<file path="src/rtl/cache_pkg.sv">
// cache_pkg: way widths, command encoding and picker state type shared by the victim picker.
package cache_pkg;
  localparam int NUM_WAYS = 16;
  localparam int WAY_ID_W = 4;
  localparam int CMD_W = WAY_ID_W + 1;
  localparam logic [CMD_W-1:0] CMD_IDLE = 5'b0000_1;
  typedef enum logic {IDLE, SECOND} pick_state_t;
endpackage

</file>
<file path="src/rtl/lfsr16.sv">
// lfsr16: free-running 16-bit Fibonacci LFSR, taps 16,14,13,11, shifting right every cycle.
module lfsr16 #(
  parameter logic [15:0] SEED = 16'hACE1
) (
  input  logic        clk,
  input  logic        reset,
  output logic [15:0] state_o
);
  logic [15:0] lfsr_q;
  always_ff @(posedge clk or posedge reset)
    if (reset) lfsr_q <= SEED;
    else lfsr_q <= {lfsr_q[0] ^ lfsr_q[2] ^ lfsr_q[3] ^ lfsr_q[5], lfsr_q[15:1]};
  assign state_o = lfsr_q;
endmodule

</file>
<file path="src/rtl/victim_way_pick.sv">
// victim_way_pick: picks victim ways on cache misses and serialises dual misses so
// at most one active-low clear command leaves per cycle.
module victim_way_pick #(
  parameter int          NUM_WAYS  = 16,
  parameter logic [15:0] LFSR_SEED = 16'hACE1
) (
  input  logic       clk,
  input  logic       reset,
  input  logic       miss1_req,
  input  logic       miss2_req,
  input  logic       valid_in [NUM_WAYS-1:0],
  output logic       ready_out,
  output logic [4:0] way1_out,
  output logic [4:0] way2_out
);
  import cache_pkg::*;
  pick_state_t state_q, state_d;
  logic [CMD_W-1:0] way1_q, way1_d, way2_q, way2_d;
  logic [WAY_ID_W-1:0] defer_q, defer_d, v1, v2_raw, v2;
  logic [15:0] lfsr;
  logic unused_lfsr_hi;
  lfsr16 #(.SEED(LFSR_SEED)) u_lfsr (.clk(clk), .reset(reset), .state_o(lfsr));
  assign unused_lfsr_hi = ^lfsr[15:8];
  // Downward scans let the lowest-index invalid way win; random ids are the fallback.
  always_comb begin
    v1 = lfsr[3:0];
    v2_raw = lfsr[7:4];
    for (int i = NUM_WAYS - 1; i >= 0; i--) if (!valid_in[i]) v1 = WAY_ID_W'(i);
    for (int i = NUM_WAYS - 1; i >= 0; i--)
      if (!valid_in[i] && WAY_ID_W'(i) != v1) v2_raw = WAY_ID_W'(i);
    v2 = (v2_raw == v1) ? v1 + WAY_ID_W'(1) : v2_raw;
  end
  always_comb begin
    state_d = IDLE;
    defer_d = defer_q;
    way1_d = {way1_q[CMD_W-1:1], 1'b1};
    way2_d = {way2_q[CMD_W-1:1], 1'b1};
    if (state_q == SECOND) way2_d = {defer_q, 1'b0};
    else if (miss1_req) begin
      way1_d = {v1, 1'b0};
      if (miss2_req) begin
        state_d = SECOND;
        defer_d = v2;
      end
    end else if (miss2_req) way2_d = {v1, 1'b0};
  end
  always_ff @(posedge clk or posedge reset)
    if (reset) begin
      state_q <= IDLE;
      defer_q <= '0;
      way1_q <= CMD_IDLE;
      way2_q <= CMD_IDLE;
    end else begin
      state_q <= state_d;
      defer_q <= defer_d;
      way1_q <= way1_d;
      way2_q <= way2_d;
    end
  assign ready_out = (state_q == IDLE);
  assign way1_out = way1_q;
  assign way2_out = way2_q;
endmodule

</file>
<file path="config.mk">
export PLATFORM = sky130hd
export DESIGN_NAME = victim_way_pick
export DESIGN_NICKNAME = d
export VERILOG_FILES = /design/src/rtl/cache_pkg.sv /design/src/rtl/lfsr16.sv /design/src/rtl/victim_way_pick.sv
export SDC_FILE = /design/constraint.sdc
export NUM_CORES = 1
export LEC_CHECK = 0
export ABC_AREA = 1
export CORE_MARGIN = 2
export CORE_UTILIZATION = 56
export CTS_CLUSTER_DIAMETER = 30
export DETAILED_ROUTE_END_ITERATION = 8
export GPL_TIMING_DRIVEN = 0
export PLACE_DENSITY_LB_ADDON = 0.2
export SYNTH_ARGS = -nofsm -noshare
export SYNTH_HDL_FRONTEND = slang
export SYNTH_SLANG_ARGS = --single-unit
</file>
<file path="constraint.sdc">
create_clock -name clk -period 7.6 [get_ports clk]
set_clock_uncertainty 0.05 [all_clocks]
set_input_delay 2.28 -clock clk [delete_from_list [all_inputs] [get_ports clk]]
set_output_delay 2.28 -clock clk [all_outputs]
set_load 0.01 [all_outputs]
</file>
======== Word level (Yosys, flattened, before mapping) ========
Index checks and enable logic that the tools add are counted.
word-level totals
  bits in latches ......................... 0
  ROM bits ................................ 0
  register bits after elaboration ......... 31
  input bits .............................. 20
  output and inout bits ................... 11
  logic and storage cells ................. 107
  memory bits (writable) .................. 0
  memories ................................ 0
cells by class
  $lt $le $gt $ge ......................... 0
  multiply operators ...................... 0
  shift-type cells ........................ 0
  $add $sub $neg .......................... 1
  bitwise logic cells ..................... 4
  equal/unequal tests ..................... 17
  reductions and logical operators ........ 37
  div/mod/pow operators ................... 0
  muxes and demuxes ....................... 41
operators by type and width
  operator                                        number
  2-to-1 mux 4 bit                                33
  != test 4 bit (first input constant)            8
  logical AND 1 bit                               16
  zero test 1 bit                                 16
  != test 3 x 4 -> 1 bit (first input constant)   4
  2-to-1 mux 5 bit                                3
  != test 2 x 4 -> 1 bit (first input constant)   2
  2-to-1 mux 1 bit                                5
  adder 4 x 1 -> 4 bit (second input constant)    1
  equality test 4 bit                             1
  != test 1 x 4 -> 1 bit (first input constant)   1
  AND reduction 2 bit                             2
  nonzero test 4 bit                              1
  AND reduction 3 bit                             1
  bitwise XOR 1 bit                               3
  != test 2 x 1 -> 1 bit (second input constant)  1
  nonzero test 2 bit                              1
  inverter 1 bit                                  1

======== Logic depth before layout (Yosys ltp) ========
Gate-level depths: netlist (run 1).
  depth after elaboration ................. 36
  depth in mapped cells ................... 39

======== Cells and area by module ========
From an unflattened synthesis (run 1), not the netlist that was laid out.
second synthesis, totals
  cells, all modules ...................... 244
  area total of the unflattened synthesis .. 1895.6 um2
by module, submodules not included
  module           instances  cells an instance  seq. area each (um2)  area each (um2)
  victim_way_pick  1          212                377.9                 1417.6
  lfsr16           1          32                 410.4                 478.0

======== Worst setup path before layout (run 1) ========
OpenSTA, ideal clock, no wires.
  kind .................................... input to register
  start point ............................. in valid_in[15] in the netlist's numbering
  end point ............................... reg defer_q[1]
  slack ................................... 2.837 ns
  path buffers ............................ 0
  data required time ...................... 7.433 ns
  data arrival time ....................... 4.595 ns
  setup time .............................. 0.117 ns
  stages on the path ...................... 29
  cell sequence ........................... nand2_1 nand2_1 nand2_1 nand2_1 nand2_1 nand2_1 nand2_1 nand2_1 nand2_1 nand2_1 nand2_1 nand2_1 nand2_1 nand2_1 nand2_2 nand2_4 inv_4 ha_1 inv_1 o21ai_0 nand2_1 nor2_2 nand3_1 nand2_1 nand4_2 nor2_4 nand4_1 nand3_1 nand2_1
on the way
  word-level cells in the longest chain between the ends .. 36
  elaborated cells between the ends (all ways) .. 68
ends and longest elaborated chain
  item                                 line                   RTL
  start, declared                      victim_way_pick.sv:11  input logic valid_in [NUM_WAYS-1:0],
  2-to-1 mux 4 bit (*) (16 in series)  victim_way_pick.sv:28  for (int i = NUM_WAYS - 1; i >= 0; i--) if (!valid_in[i]) v1 = WAY_ID_W'(i);
  via v1[0]                            victim_way_pick.sv:19  logic [WAY_ID_W-1:0] defer_q, defer_d, v1, v2_raw, v2;
  != test 4 bit                        victim_way_pick.sv:30  if (!valid_in[i] && WAY_ID_W'(i) != v1) v2_raw = WAY_ID_W'(i);
  logical AND 1 bit                    victim_way_pick.sv:30
  2-to-1 mux 4 bit (16 in series)      victim_way_pick.sv:30
  equality test 4 bit                  victim_way_pick.sv:31  v2 = (v2_raw == v1) ? v1 + WAY_ID_W'(1) : v2_raw;
  2-to-1 mux 4 bit (*)                 victim_way_pick.sv:31
  end signal, assigned                 victim_way_pick.sv:55  defer_q <= defer_d;
  end, declared                        victim_way_pick.sv:19
Mark *: on every way through the listed nets, which the timed path passes. The rest lies on a longest branch.
A chain may end at the register's enable or synchronous reset.

======== Worst setup path in the final report (run 1) ========
  start point ............................. in valid_in[14] in the netlist's numbering
  end point ............................... reg defer_q[3]
on the way
  word-level cells in the longest chain between the ends .. 35
  elaborated cells between the ends (all ways) .. 67
ends and longest elaborated chain
  item                                 line
  2-to-1 mux 4 bit (*) (15 in series)  victim_way_pick.sv:28
  via v1[0]                            victim_way_pick.sv:19
  != test 4 bit                        victim_way_pick.sv:30
  logical AND 1 bit                    victim_way_pick.sv:30
  2-to-1 mux 4 bit (16 in series)      victim_way_pick.sv:30
  equality test 4 bit                  victim_way_pick.sv:31
  2-to-1 mux 4 bit (*)                 victim_way_pick.sv:31
Marks and branches as above.

==> qor.txt, run 1 <==
drt total wl: 3.59 mm
clock tree buffer depth: 2
Routed WL per cell: 11.2 um
H-tree levels: 2
final max-slew violation count: 0
Yosys reg bits: 31
MaxCap Viol Count: 0
sequential area share after synthesis: 44.1%
slowest stage cell, crit path: clkdlybuf4s50_1
switch share: 26.8%
Yosys top cell by area: dfrtp_1
Port Buffers: 30
Place WS: 1880 ps
Final GP Congestion: 0.892
first-pass GRT wire length: 6.02 mm
commonest non-fill, non-tap cells in the layout: nand2_1 (85), inv_1 (34), clkdlybuf4s50_1 (30), dfrtp_1 (21), nand3_1 (15)
mapped cell area: 1790 sq um
Core Region: 3050 sq um
final hold slack: 309 ps
layout cell share with drive strength beyond 1: 14.8%
Clock transition at path regs: 90 ps
Initial Util: 58.5%
worst-path maximum fanout: 7
Post-synth EDFFs: 0
top cell type's share of synthesized area: 29.4%
hold buffer count at CTS: 0
CP arrival: 5650 ps
IO Count: 31
Core Util, Final: 73.0%
minimum clock period: 5420 ps
largest net degree at the start of global routing: 32
ys async rst share: 100%
FMAX: 0.184 GHz
startpoint types: input pin
Worst-Skew Late Latency: 330 ps
Tcrit/Tclk final: 71.4%
most common cell after layout, fill and taps aside: nand2_1
category of the most critical setup path: in -> reg
via count: 1573
Clk pwr share: 33.8%
Power Density: 178 nW/um^2
average size of a mapped cell: 7.47 sq um
Setup TNS Final: 0 ps
Fill cells: 257
relative slew slack: 27.5%
Worst path most repeated cell: nand2_1
part of the power in registers: 45.7%
Die Area: 3660 sq um
DRT iter0 DRCs: 60
number of distinct library cells after synthesis: 32
Die Y-Extent: 60.5 um
total power: 395 uW
vias in the first global route: 1415
Required @ worst endpoint: 7830 ps
gr usage total: 22.9%
Crit path largest cell delay: 500 ps
Post-DRT Antenna Nets: 0
post-cts gate resize count: 0
final worst setup slack: 2180 ps
min-delay worst type: reg -> reg
diodes inserted: 0
status: finished, final reports clean
post-synthesis net count: 261
Comb pwr share: 20.5%
Area growth syn-to-layout: 24.7%
# nets final: 298
Leakage: 0.00111 uW
Yosys warnings: 0
Die X-Extent: 60.5 um
crit end category: flip-flop
peak supply drop: 0.0667 mV
endpoints failing hold: 0
endpoints failing setup: 0
sw power: 106 uW
Worst Max-Slew Pin Slew: 1090 ps
Rows: 20
Synth Flop Type: dfrtp_1
Post-CTS Setup Repair Bufs: 0
detailed placer's ending HPWL: 2.76 mm
DRT Pass-1 Iters: 4
cell count after synthesis: 239
antenna violations before repair: 0
CTS tree: done
P_int: 290 uW
top post-synthesis cells by area: dfrtp_1 (29%), nand2_1 (18%), dfstp_2 (15%), inv_1 (7.1%), nand3_1 (4.2%)
Via density: 4.90
CTS sink count: 31
GR Overflow Total: 0
clock root cell: clkbuf_4
RSZ-0062 raised after global routing: no
cts bufs inserted: 5
DRC: 0
-- flip-flops by register name, summed over array words and instances, names as in the netlist --
| signal | cells |
|---|---|
| way2_out | 5 |
| u_lfsr.state_o | 16 |
| defer_q | 4 |
| state_q | 1 |
| way1_out | 5 |
-- path summary, 6_finish.rpt --
kind,start,to,slack (ps),depth (start not counted)
min in group asynchronous,reset,way1_out[4],2480,2
max in group asynchronous,reset,u_lfsr.state_o[9],4370,2
max,valid_in[14],defer_q[3],2180,30
min reg2reg,u_lfsr.state_o[8],u_lfsr.state_o[7],310,0
min,u_lfsr.state_o[8],u_lfsr.state_o[7],310,0
max reg2reg,u_lfsr.state_o[0],defer_q[3],4010,31
-- cell type report --
cell class                      count  area [sq um]  area share (%)
Clock inverter                      2          35.0            1.57
Timing Repair Buffer               30           300            13.5
Clock buffer                        6          51.3            2.30
Inverter                           41           156            7.02
Tap cell                           44          55.1            2.47
Multi-Input combinational cell    166           837            37.6
Buffer                              1          3.75           0.169
Sequential cell                    31           788            35.4
-- cells by family after synthesis --
family | share of synthesized area, %
AOI/OAI and AO/OA | 8.90
xor gates and xnor gates | 1.96
adders and majority gates | 1.40
buffers and inverters | 8.97
DFF | 44.1
and+or+nand+nor | 34.6
-- Yosys cell counts, types with 3 or more instances --
master   count
inv_2        4
dfstp_2     10
nand2_1     85
inv_1       34
nor2_2       4
dfrtp_1     21
a21oi_1      5
nor3_1       3
o21ai_1      4
nor2_1       9
nand4_1      6
o21ai_2      4
nand3_1     15
o21ai_0      9
-- metal layers --
layer	up-vias	routed length, um	GRT usage, %	share of wire, %
li1	825	-	-	-
met1	690	1700	29.0	47
met2	48	1630	36.3	45
met3	10	156	5.97	4.3
met4	0	102	11.5	2.8
met5	-	0	0	0
-- power groups by stage --
stage          registers [uW]  clock network [uW]  logic, uW
4_1_cts                   181                 136       81.5
2_1_floorplan             186                   0       45.3
3_5_place_dp              184                   0       80.9
5_1_grt                   182                 143       90.9
3_3_place_gp              184                   0       80.2
6_report                  181                 133       81.1
-- critical path, delay by kind of cell --
kind,cells,cell delay [ps]
buffers and inverters,3,680
AOI/OAI and AO/OA,1,450
and+or+nand+nor,25,2040
adders and majority gates,1,200
-- per-stage QoR --
stage / std cells / instance area (sq um)
3_5_place_dp: 313 / 2140
5_1_grt: 321 / 2230
3_3_place_gp: 313 / 2140
6_report: 321 / 2230
4_1_cts: 321 / 2230
2_1_floorplan: 239 / 1790
No activity file was read; power rests on OpenSTA's default activity.
==> run 2: changes to the inputs <==
- CORE_UTILIZATION: 56 -> 47
- clock period: 7.6 -> 4.6 ns (I/O delays scaled with it)
==> run 2 against run 1 <==
Sequential power grew 65%. Register-to-register slack lost 2700 ps. First-iteration DRC count grew 92%. Largest cell class unchanged.
==> qor.txt, run 2 (same netlist as run 1, synthesis figures left out) <==
startpoint types: input pin
max FFs per register: 16 (unchanged)
CP arrival: 4470 ps (-1180 ps)
final max-slew violation count: 0 (unchanged)
FMAX: 0.232 GHz
endpoints failing setup: 0 (unchanged)
clock tree buffer depth: 2 (unchanged)
Core Util, Final: 64.3% (-8.7 points)
commonest non-fill, non-tap cells in the layout: nand2_1 (82), inv_1 (34), clkdlybuf4s50_1 (28), dfrtp_1 (21), nand3_1 (14)
via count: 1600 (+1.7%)
Final GP Congestion: 0.905 (+1.4%)
Die Area: 4310 sq um (+18%)
Routed WL per cell: 11.4 um (+2.4%)
Worst Max-Slew Pin Slew: 1080 ps (-6.09 ps)
Min-Delay Endpoint: u_lfsr.state_o[11]
gr usage total: 20.0% (-2.9 points)
total power: 708 uW (+79%)
Power Density: 301 nW/um^2 (+69%)
Leakage: 0.00117 uW (+5.5%)
DRT Pass-1 Iters: 4 (unchanged)
crit path from: valid_in[10]
CP cell instances: clkdlybuf4s50_1 -> nand2_1 -> a31oi_1 -> o21bai_1 -> nand2_1 -> a31oi_2 -> inv_1 -> ha_4 -> inv_1 -> o21ai_2 -> nand4_1 -> nor2_1 -> o21ai_2 -> nand2_1 -> nand2_1 -> nand4_2 -> nor2_4 -> nand3_2 -> nand2_1 -> nand3_1 -> nand2_1
CTS tree: done
Required @ worst endpoint: 4770 ps (-3060 ps)
Clock transition at path regs: 70 ps (-20 ps)
H-tree levels: 2 (unchanged)
Via density: 4.83 (-1.4%)
Place WS: -249 ps (-2130 ps)
Rows: 22 (+10%)
CTS sink count: 31 (unchanged)
Die Y-Extent: 65.6 um (+8.6%)
antenna violations before repair: 0 (unchanged)
vias in the first global route: 1515 (+7.1%)
R2R Setup Slk: 1340 ps (-2670 ps)
Area growth syn-to-layout: 31.8%
Core Region: 3660 sq um (+20%)
Initial Util: 48.8% (-9.7 points)
diodes inserted: 0 (unchanged)
Top Usage Layer GRT: met2
layout cell share with drive strength beyond 1: 19.4% (+4.6 points)
GR Overflow Total: 0 (unchanged)
hold depth: 0 (unchanged)
RR Startpoint: u_lfsr.state_o[0]
Worst path most repeated cell: nand2_1
cts bufs inserted: 5 (unchanged)
clock root cell: clkbuf_8
FF-to-FF path depth: 39 (+26%)
crit end category: flip-flop
min-delay worst type: reg -> reg
drt total wl: 3.79 mm (+5.6%)
# nets final: 304 (+2.0%)
Die X-Extent: 65.6 um (+8.6%)
Post-DRT Antenna Nets: 0 (unchanged)
final worst setup slack: 297 ps (-1880 ps)
Worst-Skew Late Latency: 280 ps (-50 ps)
worst path bufs/invs: 3 (unchanged)
largest net degree at the start of global routing: 32 (unchanged)
DRC: 0 (unchanged)
M1 GR Usage: 25.4% (-3.5 points)
capture point of the worst reg-to-reg path: defer_q[1]
Tcrit/Tclk final: 93.5%
Port Buffers: 30 (unchanged)
Crit path largest cell delay: 460 ps (-40 ps)
MaxCap Viol Count: 0 (unchanged)
GR met3 Demand/Resource: 4.45% (-1.5 points)
worst-path maximum fanout: 6 (-1)
first-pass GRT wire length: 6.52 mm (+8.3%)
most common cell after layout, fill and taps aside: nand2_1
status: finished, final reports clean
IO Count: 31 (unchanged)
peak supply drop: 0.127 mV (+90%)
detailed placer's ending HPWL: 2.93 mm (+5.8%)
DRT iter0 DRCs: 115 (+92%)
slowest stage cell, crit path: clkdlybuf4s50_1
endpoints failing hold: 0 (unchanged)
Hold Startpoint: u_lfsr.state_o[12]
relative slew slack: 27.9% (+0.41 points)
crit-path leading delay family: simple AND/OR/NAND/NOR gates
category of the most critical setup path: in -> reg
minimum clock period: 4300 ps
GR met2 Demand/Resource: 32.8% (-3.5 points)
-- run 2: changes by cell type in the layout (fill, tap and decap cells not counted), sizes merged --
cell	delta
buf	+6
clkbuf	-1
clkdlybuf4s50	-2
clkinv	+1
dlymetal6s2s	+2
-- run 2: layer usage --
| layer | part of all wire [%] | wire length [um] | vias up |
|---|---|---|---|
| met5 | 0 | 0 | - |
| met4 | 2.1 | 78 | 0 |
| met3 | 3.9 | 146 | 7 |
| met2 | 47 | 1790 | 39 |
| met1 | 47 | 1770 | 713 |
| li1 | - | - | 841 |
-- run 2: worst max path at each step --
stage / to / cells after the start
after floorplan: defer_q[1] / 29
after global placement: defer_q[3] / 30
after detailed placement: defer_q[1] / 31
after CTS: defer_q[1] / 31
after global routing: defer_q[1] / 27
final: defer_q[1] / 21
-- run 2: timing repair --
item,CTS,global route
endpoints found under the setup margin,0,4
hold endpoints to repair,0,0
hold buffers,0,0
setup buffers,0,6
resized for setup,0,15
-- run 2: final cells by class --
| type | count | area [sq um] |
|---|---|---|
| Clock buffer | 5 | 68.8 |
| Buffer | 1 | 3.75 |
| Tap cell | 48 | 60.1 |
| Inverter | 41 | 159 |
| Fill cell | 334 | 1310 |
| Multi-Input combinational cell | 166 | 880 |
| Sequential cell | 31 | 788 |
| Timing Repair Buffer | 36 | 350 |
| Clock inverter | 3 | 43.8 |
-- run 2: per-stage QoR --
stage | instances | instance area, sq um | setup TNS (ps) | hold slack (ps)
3_3_place_gp | 317 | 2150 | -644 | 288
2_1_floorplan | 239 | 1790 | 0 | 281
6_report | 331 | 2350 | 0 | 300
5_1_grt | 331 | 2350 | -5.07 | 313
3_5_place_dp | 317 | 2150 | -915 | 287
4_1_cts | 325 | 2260 | 0 | 303
-- run 2: where the power goes --
| part | leakage (uW) | internal, uW | total [uW] | switching (uW) |
|---|---|---|---|---|
| clock | 0.0000581 | 161 | 263 | 102 |
| combinational | 0.000725 | 65.9 | 145 | 79.3 |
| sequential | 0.000386 | 291 | 299 | 8.44 |
